$ cat src/rtl/uart_pkg.sv
// uart_pkg -- shared definitions for the UART receive path.
// Contents:
//   DATA_BITS      : number of data bits per serial frame
//   uart_state_e   : receiver FSM state encoding
//   parity_bit()   : expected parity bit for a data byte (even or odd sense)
package uart_pkg;

  localparam int DATA_BITS = 8;

  typedef enum logic [2:0] {
    ST_IDLE   = 3'd0,
    ST_START  = 3'd1,
    ST_DATA   = 3'd2,
    ST_PARITY = 3'd3,
    ST_STOP   = 3'd4,
    ST_BREAK  = 3'd5
  } uart_state_e;

  // Parity bit a transmitter appends: XOR of the data, inverted for odd parity.
  function automatic logic parity_bit(input logic [DATA_BITS-1:0] data,
                                      input logic                 odd);
    return (^data) ^ odd;
  endfunction

endpackage

$ cat src/rtl/sync2.sv
// sync2 -- two-flop synchronizer for a single asynchronous bit.
// Ports:
//   clk  : destination-domain clock
//   nrst : asynchronous active-low reset (both flops load RST_VAL)
//   d    : asynchronous input
//   q    : synchronized output
// Parameter RST_VAL selects the reset level so the same block suits idle-high
// serial lines and FIFO pointer bits alike.
module sync2 #(
  parameter logic RST_VAL = 1'b0
) (
  input  logic clk,
  input  logic nrst,
  input  logic d,
  output logic q
);

  logic meta_r;

  // Two capture stages; the first may go metastable, the second resolves it.
  always_ff @(posedge clk or negedge nrst) begin
    if (!nrst) begin
      meta_r <= RST_VAL;
      q      <= RST_VAL;
    end else begin
      meta_r <= d;
      q      <= meta_r;
    end
  end

endmodule

$ cat src/rtl/uart_rx.sv
// uart_rx -- 8N1 / 8E1 / 8O1 UART receiver that writes bytes into a FIFO.
// Ports:
//   wr_clk     : single clock, the FIFO write-domain clock
//   wr_nrst    : asynchronous active-low reset
//   rx         : asynchronous serial line, idle high
//   full       : FIFO write-side full flag, looked at only at mid-stop
//   wr_en      : one-cycle FIFO write strobe
//   wr_data    : received byte, held between strobes
//   frame_err  : one-cycle pulse when the stop bit reads low
//   parity_err : one-cycle pulse when the parity bit mismatches
//   overrun    : one-cycle pulse when a good byte is dropped because full=1
// Bits are sampled at their mid-point by a down-counter loaded at the start
// edge with half a bit time. The FSM returns to IDLE at mid-stop so the next
// start edge, half a bit later, is caught for back-to-back frames.
module uart_rx
  import uart_pkg::*;
#(
  parameter int CLKS_PER_BIT = 868,
  parameter int PARITY_EN    = 0,
  parameter int PARITY_ODD   = 0
) (
  input  logic                 wr_clk,
  input  logic                 wr_nrst,
  input  logic                 rx,
  input  logic                 full,
  output logic                 wr_en,
  output logic [DATA_BITS-1:0] wr_data,
  output logic                 frame_err,
  output logic                 parity_err,
  output logic                 overrun
);

  localparam int CW = $clog2(CLKS_PER_BIT);
  localparam int BW = $clog2(DATA_BITS);
  localparam logic [CW-1:0] HALF_CNT = CW'(CLKS_PER_BIT / 2 - 1);
  localparam logic [CW-1:0] BIT_CNT  = CW'(CLKS_PER_BIT - 1);
  localparam logic [BW-1:0] LAST_BIT = BW'(DATA_BITS - 1);
  localparam logic          ODD_SEL  = (PARITY_ODD != 0) ? 1'b1 : 1'b0;
  localparam logic          PAR_ON   = (PARITY_EN != 0) ? 1'b1 : 1'b0;

  logic                 rx_s;
  logic                 rx_d_r;
  uart_state_e          state_r;
  logic [CW-1:0]        cnt_r;
  logic [BW-1:0]        bit_idx_r;
  logic [DATA_BITS-1:0] shift_r;
  logic                 par_err_r;
  logic                 wr_en_r;
  logic [DATA_BITS-1:0] wr_data_r;
  logic                 frame_err_r;
  logic                 parity_err_r;
  logic                 overrun_r;
  logic                 tick_s;
  logic                 start_edge_s;

  // Line synchronizer resets high so a reset never looks like a start edge.
  sync2 #(
    .RST_VAL (1'b1)
  ) u_sync_rx (
    .clk  (wr_clk),
    .nrst (wr_nrst),
    .d    (rx),
    .q    (rx_s)
  );

  assign tick_s       = (cnt_r == {CW{1'b0}});
  assign start_edge_s = rx_d_r & ~rx_s;

  // Previous synchronized line level, used to spot the 1->0 start edge.
  always_ff @(posedge wr_clk or negedge wr_nrst) begin
    if (!wr_nrst) begin
      rx_d_r <= 1'b1;
    end else begin
      rx_d_r <= rx_s;
    end
  end

  // Receiver FSM: bit timing, data shifting, error detection and output pulses.
  always_ff @(posedge wr_clk or negedge wr_nrst) begin
    if (!wr_nrst) begin
      state_r      <= ST_IDLE;
      cnt_r        <= {CW{1'b0}};
      bit_idx_r    <= {BW{1'b0}};
      shift_r      <= {DATA_BITS{1'b0}};
      par_err_r    <= 1'b0;
      wr_en_r      <= 1'b0;
      wr_data_r    <= {DATA_BITS{1'b0}};
      frame_err_r  <= 1'b0;
      parity_err_r <= 1'b0;
      overrun_r    <= 1'b0;
    end else begin
      wr_en_r      <= 1'b0;
      frame_err_r  <= 1'b0;
      parity_err_r <= 1'b0;
      overrun_r    <= 1'b0;
      case (state_r)
        ST_IDLE: begin
          if (start_edge_s) begin
            cnt_r     <= HALF_CNT;
            par_err_r <= 1'b0;
            state_r   <= ST_START;
          end else begin
            cnt_r <= {CW{1'b0}};
          end
        end
        ST_START: begin
          if (!tick_s) begin
            cnt_r <= cnt_r - CW'(1);
          end else if (rx_s) begin
            // Line went back high before mid-start: treat as a glitch.
            state_r <= ST_IDLE;
          end else begin
            cnt_r     <= BIT_CNT;
            bit_idx_r <= {BW{1'b0}};
            state_r   <= ST_DATA;
          end
        end
        ST_DATA: begin
          if (!tick_s) begin
            cnt_r <= cnt_r - CW'(1);
          end else begin
            // LSB arrives first, so shift in from the top.
            shift_r <= {rx_s, shift_r[DATA_BITS-1:1]};
            cnt_r   <= BIT_CNT;
            if (bit_idx_r == LAST_BIT) begin
              state_r <= PAR_ON ? ST_PARITY : ST_STOP;
            end else begin
              bit_idx_r <= bit_idx_r + BW'(1);
            end
          end
        end
        ST_PARITY: begin
          if (!tick_s) begin
            cnt_r <= cnt_r - CW'(1);
          end else begin
            par_err_r <= par_err_r | (rx_s != parity_bit(shift_r, ODD_SEL));
            cnt_r     <= BIT_CNT;
            state_r   <= ST_STOP;
          end
        end
        ST_STOP: begin
          if (!tick_s) begin
            cnt_r <= cnt_r - CW'(1);
          end else if (!rx_s) begin
            frame_err_r <= 1'b1;
            state_r     <= ST_BREAK;
          end else if (par_err_r) begin
            parity_err_r <= 1'b1;
            state_r      <= ST_IDLE;
          end else if (full) begin
            overrun_r <= 1'b1;
            state_r   <= ST_IDLE;
          end else begin
            wr_en_r   <= 1'b1;
            wr_data_r <= shift_r;
            state_r   <= ST_IDLE;
          end
        end
        ST_BREAK: begin
          // A held-low line must rise before any new frame can start.
          if (rx_s) begin
            state_r <= ST_IDLE;
          end else begin
            state_r <= ST_BREAK;
          end
        end
        default: begin
          state_r <= ST_IDLE;
        end
      endcase
    end
  end

  assign wr_en      = wr_en_r;
  assign wr_data    = wr_data_r;
  assign frame_err  = frame_err_r;
  assign parity_err = parity_err_r;
  assign overrun    = overrun_r;

endmodule

$ cat config.mk
export PLATFORM = sky130hd
export DESIGN_NAME = uart_rx
export DESIGN_NICKNAME = d
export VERILOG_FILES = /design/src/rtl/uart_pkg.sv /design/src/rtl/sync2.sv /design/src/rtl/uart_rx.sv
export SDC_FILE = /design/constraint.sdc
export NUM_CORES = 1
export LEC_CHECK = 0
export ABC_AREA = 0
export CAP_MARGIN = 0
export CORE_MARGIN = 5
export CORE_UTILIZATION = 60
export CTS_CLUSTER_SIZE = 10
export DETAILED_ROUTE_END_ITERATION = 6
export PLACE_DENSITY = 0.93
export SYNTH_ARGS = -nofsm -noshare
export SYNTH_HDL_FRONTEND = slang
export SYNTH_SLANG_ARGS = --single-unit
export TNS_END_PERCENT = 10
$ cat constraint.sdc
create_clock -name wr_clk -period 3.3 [get_ports wr_clk]
set_input_delay 0.495 -clock wr_clk [delete_from_list [all_inputs] [get_ports wr_clk]]
set_output_delay 0.495 -clock wr_clk [all_outputs]
set_load 0.02 [all_outputs]
==> impl_metrics.csv, run 1 <==
group,metric,value,unit
outcome,status,"completed",
sta,rsz0062_at_grt,"false",
clocking,root_buffer,"clkbuf_4",
pwr,share_comb_of_total_power,35.4,%
routing,vias,1494,
place,place.gp.congestion,0.900,
pwr,ir_drop,0.339,mV
yosys,netlist_area,2070,um2
flow_run,drv_cap,0,
clocking,cts_resized,0,
die,rows,21,
sta,skew,0.00928,ns
die,core_area,3340,um2
critical_path,worstPathMaxFanout,9,
critical_path,cpLargestDelayFamily,"simple AND/OR/NAND/NOR gates",
routing,avgViaCountPerCell,6.00,
layout,synthToLayoutAreaGrowth,11.0,%
die,die_width,68.7,um
pwr,internal_power,0.000900,W
sta,worstMarginPinSlew,0.854,ns
layout,fin_area,2290,um2
die,die_h,68.7,um
clocking,ctsHoldBuffers,0,
routing,drcViolationCount,0,
yosys,syn_nets,196,
global_route,track_usage,19.8,%
pwr,p_seq_share,47.1,%
clocking,htree_levels,2,
routing,antenna_left,0,
yosys,synthCells,188,
pwr,static-leakage-power,0.993,nW
worst_hold_path,hold_class,"input pin to async pin",
sta,fin_crit,2.35,ns
critical_path,cp.required,3.54,ns
clocking,postCtsSetupBuffers,0,
sta,maxSlewHeadroom,43.0,%
critical_path,cp-start-kind,"flip-flop",
clocking,tritoncts,"yes",
critical_path,crit_path_cell_trace,"inv_1, ha_1, nor3b_2, nand3_4, nor4_4, mux2_2",
global_route,antenna_found_initial,0,
clocking,clock_path_buffers,2,
pwr,power_switching,0.000563,W
pwr,swShare,38.5,%
critical_path,cp_slowest_cell,"nor4_4",
sta,slew_violations,0,
yosys,ys.warnings.count,0,
yosys,yosysSeqAreaShare,48.6,%
sta,fmax,425,MHz
clocking,path_clk_slew,0.11,ns
pwr,clkPwrFrac,17.5,%
place,hpwl,2.87,mm
critical_path,path_buf_inv,1,
critical_path,cp.arrival,2.59,ns
clocking,cts_buffers,5,
layout,fin_nets,210,
place,io_buffers,15,
critical_path,cp-end-kind,"flip-flop",
die,dieArea,4720,um2
routing,detail_route.wl_per_cell,15.9,um
yosys,synth_ff_type,"dfrtp_1",
sta,setup_viol,0,
global_route,grt_pass1_vias,1521,
clocking,clk_latency,0.35,ns
routing,wirelength,3.97,mm
die,io_pins,16,
yosys,synthArstFlopShare,100,%
pwr,p_per_area,638,nW/um2
sta,fin_tns_setup,0,ns
routing,drtIter0Drc,136,
place,place_area,2240,um2
global_route,grt_max_degree,41,
sta,hold_violations,0,
yosys,ys_ff_latch,40,
layout,diodes,0,
place,pre_cts_ws,0.965,ns
routing,dr.pass1.iters,4,
critical_path,slowest_delay,0.58,ns
yosys,avgSynthCellArea,11.0,um2
global_route,overflow,0,
yosys,synth_cell_types,50,
clocking,clock_sinks,40,
global_route,grt_pass1_wl,6.87,mm
die,start_util,61.9,%
yosys,synth_edf_count,0,
layout,final_layout_size_suffix_gt1_share,18.2,%
sta,timing.final.ws_setup,0.948,ns
layout,final.fill_count,255,
sta,min_period_over_period,71.3,%
critical_path,path_class,"flip-flop to flip-flop",
final cells by class:
type / count / area [um2] / area share (%)
Inverter: 3 / 11.3 / 0.491
Tap cell: 46 / 57.6 / 2.51
Timing Repair Buffer: 15 / 145 / 6.32
Multi-Input combinational cell: 137 / 1020 / 44.3
Sequential cell: 40 / 1000 / 43.8
Clock buffer: 8 / 58.8 / 2.56
worst register-to-register path, cell delays in order, from the launching register on:
cell and delay [ns]:
dfrtp_1 0.42, inv_1 0.09, ha_1 0.14, nor3b_2 0.40, nand3_4 0.19, nor4_4 0.58
mux2_2 0.41
layout by cell type, fill, tap and decap left out, types with 2 or more instances in the layout:
cell and count:
a22o_1 4, dfstp_2 3, clkdlybuf4s50_1 14, dfrtp_1 37, clkbuf_4 5, nor3b_1 2
nand3b_1 2, o22ai_1 2, and2_1 3, nor3_1 6, nand3_1 2, nor2b_1 2
a32o_1 2, o31ai_1 3, xnor2_1 8, mux2_2 17, a21oi_1 6, a221o_1 2
nor4_4 3, nand2_1 16, clkbuf_1 2, o21ai_0 8, inv_1 3, xor2_1 3
ha_1 4, nor2_1 18
power groups by stage:
stage	Sequential [W]	Clock (W)	Combinational (W)
CTS	0.000688	0.000266	0.000517
floorplan	0.000638	0	0.000459
detailed placement	0.000698	0	0.000514
global placement	0.000692	0	0.000497
global route	0.000704	0.000283	0.000584
finish	0.000689	0.000256	0.000518
cell usage after synthesis, types with 3 or more instances:
cell type	number	area (um2)
nor3_1	6	30.0
nand2_1	16	60.1
clkbuf_1	4	15.0
o21ai_0	8	40.0
a22o_1	4	35.0
ha_1	4	50.1
dfstp_2	3	78.8
nor2_1	18	67.6
dfrtp_1	37	926
o31ai_1	3	22.5
buf_2	3	15.0
xnor2_1	8	70.1
nor4_4	3	63.8
inv_1	3	11.3
mux2_2	17	191
xor2_1	3	26.3
and2_1	3	18.8
a21oi_1	6	30.0
per-stage QoR:
step                util [%]  std cells  total power (W)  hold slack [ns]
global route            68.8        249          0.00157            0.307
CTS                     68.8        249          0.00147            0.261
finish                  68.8        249          0.00146            0.236
floorplan                  -        188          0.00110            0.199
detailed placement      67.0        241          0.00121            0.349
global placement        67.0        241          0.00119            0.347
logic make-up after synthesis:
group           Yosys count  synth area share, %
mux                      18                 9.75
simple gates             65                 18.9
buf+inv                  11                 2.18
xor+xnor                 11                 4.66
compound gates           39                 13.4
fa+ha+maj                 4                 2.42
flops                    40                 48.6
flip-flops by register name, indices dropped and copies added, names as in the netlist, 3 cells and up:
signal / cells
cnt_r: 10
bit_idx_r: 3
wr_data: 8
state_r: 3
shift_r: 8
worst paths after layout:
| kind | start | to | slack, ns | cells past startpoint |
|---|---|---|---|---|
| hold reg to reg | u_sync_rx.meta_r$_DFF_PN1_ | u_sync_rx.q$_DFF_PN1_ | 0.36 | 0 |
| max in group asynchronous | wr_nrst | shift_r[5]$_DFFE_PN0P_ | 2.52 | 1 |
| setup / recovery | cnt_r[0]$_DFFE_PN0P_ | wr_data[7]$_DFFE_PN0P_ | 0.95 | 6 |
| hold / removal | wr_nrst | cnt_r[6]$_DFFE_PN0P_ | 0.24 | 1 |
| min in group wr_clk | u_sync_rx.meta_r$_DFF_PN1_ | u_sync_rx.q$_DFF_PN1_ | 0.36 | 0 |
| setup reg to reg | cnt_r[0]$_DFFE_PN0P_ | wr_data[7]$_DFFE_PN0P_ | 0.95 | 6 |
routing by layer:
metal	wire length, um	global-route usage (%)
met3	138	4.86
met5	0	0
met1	1700	24.2
met4	70	10.7
met2	2060	32.1
Note: power is estimated with default switching activity, not from simulation.
==> run 2, diff against run 1 <==
Settings changed: CORE_UTILIZATION 60 to 57, PLACE_DENSITY 0.93 to 0.89.
Clock period 3.3 ns to 2.4 ns, I/O delays scaled along.
==> impl_metrics.csv, run 2 (same netlist as run 1, synthesis figures left out) <==
group,metric,value,unit
sta,setup_viol,0,
layout,synthToLayoutAreaGrowth,13.6,%
layout,fin_nets,216,
routing,dr_wl_met2,2.32,mm
critical_path,rr_worst_depth,7,
clocking,cts_resized,0,
global_route,grt_pass1_vias,1588,
sta,timing.final.ws_setup,0.118,ns
pwr,ir_drop,0.516,mV
critical_path,r2r_slack,0.12,ns
critical_path,cp-end-kind,"flip-flop",
routing,wirelength,4.40,mm
sta,min_period_over_period,95.1,%
routing,detail_route.wl_per_cell,17.2,um
die,core_area,3420,um2
sta,hold_violations,0,
routing,highest_layer,"met4",
routing,vias,1540,
global_route,overflow,0,
place,hpwl,3.24,mm
clocking,clock_sinks,40,
global_route,antenna_found_initial,0,
sta,maxSlewHeadroom,42.2,%
die,die_width,70.2,um
outcome,status,"completed",
critical_path,path_class,"flip-flop to flip-flop",
pwr,static-leakage-power,1.02,nW
routing,route.met3.wl,244,um
clocking,htree_levels,2,
sta,rsz0062_at_grt,"false",
global_route,grt_max_degree,41,
clocking,postCtsSetupBuffers,0,
critical_path,endpoint,"shift_r[1]$_DFFE_PN0P_",
clocking,cts_buffers,5,
sta,worstMarginPinSlew,0.867,ns
die,start_util,60.5,%
worst_hold_path,hold_class,"input pin to async pin",
die,rows,21,
clocking,clock_path_buffers,2,
critical_path,critPathLaunch,"cnt_r[0]$_DFFE_PN0P_",
global_route,grt_pass1_wl,7.51,mm
routing,antenna_left,0,
layout,diodes,0,
routing,drcViolationCount,0,
pwr,p_total,0.00209,W
sta,skew,0.0162,ns
sta,fin_tns_setup,0,ns
layout,multi_input_area,1020,um2
critical_path,cp.arrival,2.52,ns
flow_run,drv_cap,0,
place,pre_cts_ws,0.198,ns
layout,most-common-layout-cells,"37 x dfrtp_1, 18 x nor2_1, 17 x mux2_2",
layout,top_register,"cnt_r",
clocking,clk_latency,0.35,ns
place,place.gp.congestion,0.894,
layout,seqCellArea,1000,um2
clocking,ctsHoldBuffers,0,
routing,drtIter0Drc,160,
routing,avgViaCountPerCell,6.04,
pwr,p_per_area,892,nW/um2
sta,fmax,438,MHz
layout,layout.cells.most_common,"dfrtp_1",
critical_path,cp-start-kind,"flip-flop",
sta,slew_violations,0,
critical_path,reg2reg_from,"cnt_r[0]$_DFFE_PN0P_",
die,dieArea,4930,um2
die,die_h,70.2,um
clocking,path_clk_slew,0.13,ns
critical_path,worstPathMaxFanout,9,
place,io_buffers,15,
clocking,root_buffer,"clkbuf_4",
layout,final.fill_count,254,
routing,dr.pass1.iters,4,
sta,fin_crit,2.28,ns
layout,largest_reg_flops,10,
global_route,track_usage,19.2,%
routing,drt-met1-wl,1.73,mm
layout,final_layout_size_suffix_gt1_share,21.5,%
layout,post-route-util,68.7,%
clocking,tritoncts,"yes",
die,io_pins,16,
critical_path,cp.required,2.63,ns
critical_path,r2r-end,"shift_r[1]$_DFFE_PN0P_",
run 2: final cells by class:
| cell class | instances | share of cell area [%] |
|---|---|---|
| tap | 46 | 2.45 |
| sequential | 40 | 42.8 |
| clock inverter | 2 | 0.640 |
| multi-input combinational | 137 | 43.3 |
| timing repair buffer | 21 | 8.10 |
| inverter | 3 | 0.480 |
| clock buffer | 6 | 2.19 |
run 2: power breakdown:
part	internal, W	switching, W	leakage [nW]
clock network	0.000142	0.000233	0.0305
registers	0.000775	0.000148	0.529
logic	0.000341	0.000456	0.463
run 2: metrics by stage:
step,cell area [um2],cells,hold slack (ns)
floorplan,2070,188,0.0644
global placement,2280,247,0.348
detailed placement,2280,247,0.350
CTS,2350,255,0.134
global route,2350,255,0.170
finish,2350,255,0.0965
run 2: routing by layer:
layer,track usage (%),vias up
li1,-,725
met1,23.2,746
met2,33.0,60
met3,4.45,9
met4,7.45,0
met5,0,-
run 2: worst max-delay path, cell delays in order, from the launching register on:
cell and delay (ns):
dfrtp_1 0.43, inv_1 0.10, ha_1 0.15, nor3b_2 0.44, nand2_1 0.21, nor4_4 0.26
buf_4 0.21, mux2_2 0.35
run 2: worst min-delay path by stage:
| stage | slack, ns | start | end | depth (start not counted) |
|---|---|---|---|---|
| 3_5_place_dp | 0.35 | u_sync_rx.meta_r$_DFF_PN1_ | u_sync_rx.q$_DFF_PN1_ | 0 |
| 5_1_grt | 0.17 | wr_nrst | cnt_r[5]$_DFFE_PN0P_ | 1 |
| 3_3_place_gp | 0.35 | u_sync_rx.meta_r$_DFF_PN1_ | u_sync_rx.q$_DFF_PN1_ | 0 |
| 2_1_floorplan | 0.06 | wr_nrst | bit_idx_r[0]$_DFFE_PN0P_ | 0 |
| 6_report | 0.1 | wr_nrst | cnt_r[1]$_DFFE_PN0P_ | 1 |
| 4_1_cts | 0.13 | wr_nrst | cnt_r[7]$_DFFE_PN0P_ | 1 |
